===== src/rtl/prio_encoder_rr.sv =====
// Registered N-to-log2(N) priority encoder with valid/ready handshake on both sides.
// MODE 0 picks the highest set request. MODE 1 rotates priority, starting just below the
// last winner. A single output register gives full throughput with a combinational ready path.
module prio_encoder_rr #(
  parameter int unsigned N    = 8,
  parameter int unsigned MODE = 0,
  localparam int unsigned W   = $clog2(N)
) (
  input  logic         clk,
  input  logic         rst,
  input  logic         in_valid,
  output logic         in_ready,
  input  logic [N-1:0] req,
  output logic         out_valid,
  input  logic         out_ready,
  output logic [W-1:0] out_idx,
  output logic         out_any,
  output logic         out_multi
);

  typedef enum logic [0:0] {StEmpty, StFull} state_e;

  state_e         state_q;
  logic [W-1:0]   last_idx_q;

  logic           accept;
  logic [W-1:0]   fix_idx;
  logic [W-1:0]   rr_idx;
  logic [W-1:0]   rr_cand;
  logic           rr_found;
  logic [W-1:0]   enc_idx;
  logic           enc_any;
  logic           enc_multi;

  assign out_valid = (state_q == StFull);
  assign in_ready  = !out_valid || out_ready;
  assign accept    = in_valid && in_ready;

  // Fixed priority: scan upwards so the highest set bit is the last one to overwrite.
  always_comb begin
    fix_idx = '0;
    for (int i = 0; i < N; i++) begin
      if (req[i]) fix_idx = W'(i);
    end
  end

  // Round-robin: scan downwards from last_idx-1, wrapping through last_idx itself.
  // Index arithmetic wraps for free because N is a power of two.
  always_comb begin
    rr_idx   = '0;
    rr_found = 1'b0;
    rr_cand  = '0;
    for (int k = 0; k < N; k++) begin
      rr_cand = last_idx_q - W'(k + 1);
      if (!rr_found && req[rr_cand]) begin
        rr_idx   = rr_cand;
        rr_found = 1'b1;
      end
    end
  end

  // Select the encoding and derive the zero / multi-hot flags.
  always_comb begin
    enc_idx   = (MODE == 1) ? rr_idx : fix_idx;
    enc_any   = |req;
    // Clearing the lowest set bit leaves something only if two or more bits were set.
    enc_multi = |(req & (req - N'(1)));
  end

  // Handshake FSM plus the result register; req is only looked at on accept.
  always_ff @(posedge clk or posedge rst) begin
    if (rst) begin
      state_q    <= StEmpty;
      out_idx    <= '0;
      out_any    <= 1'b0;
      out_multi  <= 1'b0;
      last_idx_q <= '0;
    end else begin
      unique case (state_q)
        StEmpty: if (accept) state_q <= StFull;
        StFull:  if (out_ready && !accept) state_q <= StEmpty;
        default: state_q <= StEmpty;
      endcase
      if (accept) begin
        out_idx   <= enc_any ? enc_idx : '0;
        out_any   <= enc_any;
        out_multi <= enc_multi;
        // A zero request must not disturb the rotation point.
        if (enc_any) last_idx_q <= enc_idx;
      end
    end
  end

endmodule


===== config.mk =====
export PLATFORM = sky130hd
export DESIGN_NAME = prio_encoder_rr
export DESIGN_NICKNAME = d
export VERILOG_FILES = /design/src/rtl/prio_encoder_rr.sv
export SDC_FILE = /design/constraint.sdc
export NUM_CORES = 1
export LEC_CHECK = 0
export CAP_MARGIN = 5
export CORE_AREA = 5 5 42 44
export CTS_BUF_LIST = sky130_fd_sc_hd__clkbuf_16
export DETAILED_ROUTE_END_ITERATION = 8
export DIE_AREA = 0 0 47 49
export GPL_TIMING_DRIVEN = 0
export PLACE_DENSITY_LB_ADDON = 0.08
export SLEW_MARGIN = 20
export SYNTH_ARGS = -nofsm -noshare
export SYNTH_HDL_FRONTEND = slang
export SYNTH_SLANG_ARGS = --single-unit

===== constraint.sdc =====
create_clock -name clk -period 1 [get_ports clk]
set_input_delay 0.2 -clock clk [delete_from_list [all_inputs] [get_ports clk]]
set_output_delay 0.2 -clock clk [all_outputs]
set_load 0.05 [all_outputs]

==> metrics <==
CP max stage cell=dfrtp_2; Leak=between 0.3 and 0.4 nW; RePlAce Congestion=approximately 0.71; max cap viols=0; Tot GR Track Use=9.95%; H-tree levels=1; Slew @ Worst Pin=roughly 280 ps; dpl cells=between 70 and 80; die area=approximately 2300 µm²; I/O pin count=19; Reg2Reg Setup Slack=-30 ps; Total Wirelength=971 µm; RR Endpoint=out_any$_DFFE_PP0P_; largest net degree at the start of global routing=7; Pint=0.913 mW; Worst setup SP type=flop; sequential area share after synthesis=between 40% and 50%; Critical Path, Cell by Cell=nand2b_4 -> buf_8; Worst path max stage delay=between 400 and 500 ps; Initial Utilization=roughly a quarter; Clk Latency, worst-skew pair=230 ps; Clock Path Buffers=2; P per Cell Area=roughly 1700 nW/µm²; GR met3 Demand/Resource=2.95%; Unique masters post-synth=15; Post-Syn Area=roughly 350 µm²; final max-slew violation count=0; Worst Setup EP=in_ready; port buffer count=18; crit path max fanout=3; unrepaired setup endpoints after global routing=yes; Detail Route Antenna Nets=0; via count=378; Worst setup EP type=primary output; status=finished, violations left; fraction of layout cells with a size suffix above 1=~55%; Max VDD drop=between 0.6 and 0.7 mV; Mean Syn Cell Area=around 9.1 µm²; GRT Max-Usage Layer=met2; Setup CP Type=reg -> out; CP arrival=~900 ps; Net Count, Synth=50; Post-Syn Instances=38; most frequent cells in the layout=buf_6, dfrtp_1, nor2_1; Critical path origin=out_valid$_DFF_PP0_; hold crit path type=in -> async; Layout Skew=3.63 ps; Overflow after GRT=0; Die W=about 47 µm; DR iter-0 viols=5; combinational power share=roughly a quarter; clk sinks=6; CTS Root Cell=clkbuf_16; Placed Instance Area=~580 µm²; clock share of power=between 50% and 60%; Final setup viols=4; Hold WS=between 150 and 200 ps; number of remaining DRC errors=0; failing checks=setup timing; clock slew at reported path FFs=about 40 ps; Final Cycle Share=110%; post-route setup slack=-105 ps; Vias/cell=4.67; first-pass GRT wire length=1.59 mm; antenna violations before repair=0; Hold Vio Cnt, Final=0; relative slew slack=just over 80%; critical path data required time=around 800 ps; Worst R2R Path Depth=5; post-route cell area=between 700 and 800 µm²; fmax=between 0.9 and 1 GHz; Seq cells post-synth=6; Die H=between 40 and 50 µm; CTS buffer count=3; fillers=between 100 and 150; n_diodes=0; most common cell after layout, fill and taps aside=buf_6; CTS tree=built; Final #Nets=slightly below 80; Reg power frac=a little under a quarter; number of global-route vias before repair=~400; DP HPWL=just under 700 µm; fin crit period=1100 ps; Final Instance Count excl. Fillers=81; P&R area growth vs syn=111%; DP Worst Slack=-805 ps; Core Rows=14; yosys warns=0; Avg WL per Cell=~12 µm; GR Layer Usage met2=14.5%; reg2reg start=out_valid$_DFF_PP0_; met1 Usage GRT=11.3%; 1st-pass router iterations=4; Psw=0.330 mW; Core Region=~1400 µm²; Sw Share=a little over a quarter
-- cell usage after synthesis, drive strengths merged --
master,count,area [µm²]
a31oi,2,12.5
nor3,2,10.0
inv,2,7.51
nand2,5,18.8
a2111oi,1,10.0
nor4,2,42.5
nor2,6,22.5
and2,1,6.26
dfrtp,6,150
o21bai,1,7.51
a21oi,3,15.0
o21ai,2,10.0
a211oi,1,7.51
nand2b,3,18.8
o22ai,1,6.26
-- power groups by stage --
stage          Sequential, mW  Clock (mW)  Combinational, mW
6_report                0.282       0.658              0.303
3_3_place_gp            0.279           0              0.273
5_1_grt                 0.285       0.682              0.323
4_1_cts                 0.277       0.665              0.270
3_5_place_dp            0.279           0              0.272
2_1_floorplan           0.351           0             0.0739
-- state kept, by name, summed over array words and instances, names as in the netlist --
signal / flops
out_idx: 3
out_any: 1
out_multi: 1
out_valid: 1
-- routing by layer --
metal,part of all wire (%),vias to the layer above
li1,-,189
met1,39,171
met2,48,16
met3,10,2
met4,2.1,0
met5,0,-
-- kinds of logic (layout without fill, tap and decap cells) --
family / count (synthesis) / after routing / share of synthesized area (%)
AO/OA/AOI/OAI: 11 / 11 / 19.9
buffers and inverters: 2 / 29 / 2.17
flip-flops: 6 / 6 / 43.5
AND/OR/NAND/NOR: 19 / 19 / 34.4
-- per-stage QoR --
stage               util (%)  power, mW  setup TNS, ps
floorplan                  -      0.425           -696
global placement        41.5      0.552          -5010
detailed placement      41.5      0.551          -5050
CTS                     48.8       1.21           -277
global route            52.1       1.29           -424
finish                  52.1       1.24           -197
-- timing repair --
action                     in CTS  in global routing
gates resized for setup        63                 42
pin swaps                       5                  5
setup buffers                   4                  1
setup endpoints to repair      12                 12
hold buffers                    0                  0
-- worst min path at each step --
stage,startpoint,to,slack (ps),cells after the start
final,rst,out_multi$_DFFE_PP0P_,190,2
after global routing,rst,out_multi$_DFFE_PP0P_,230,2
after CTS,rst,out_multi$_DFFE_PP0P_,200,2
after detailed placement,rst,out_idx[1]$_DFFE_PP0P_,440,2
after global placement,rst,out_idx[1]$_DFFE_PP0P_,440,2
after floorplan,rst,out_any$_DFFE_PP0P_,-9,1
-- final cells by class --
| class | count | area [µm²] | share of cell area [%] |
|---|---|---|---|
| Clock buffer | 3 | 75.1 | 10.3 |
| Clock inverter | 1 | 3.75 | 0.515 |
| Sequential cell | 6 | 151 | 20.8 |
| Timing Repair Buffer | 23 | 224 | 30.7 |
| Multi-Input combinational cell | 30 | 248 | 34.0 |
| Inverter | 2 | 7.51 | 1.03 |
| Tap cell | 16 | 20.0 | 2.74 |
-- critical path: cells and delay by family (launching register included) --
kind                   cells  cell delay (ps)
AND/OR/NAND/NOR            1              110
buffers and inverters      1              150
flip-flops                 1              420
(Power assumes the default switching activity.)
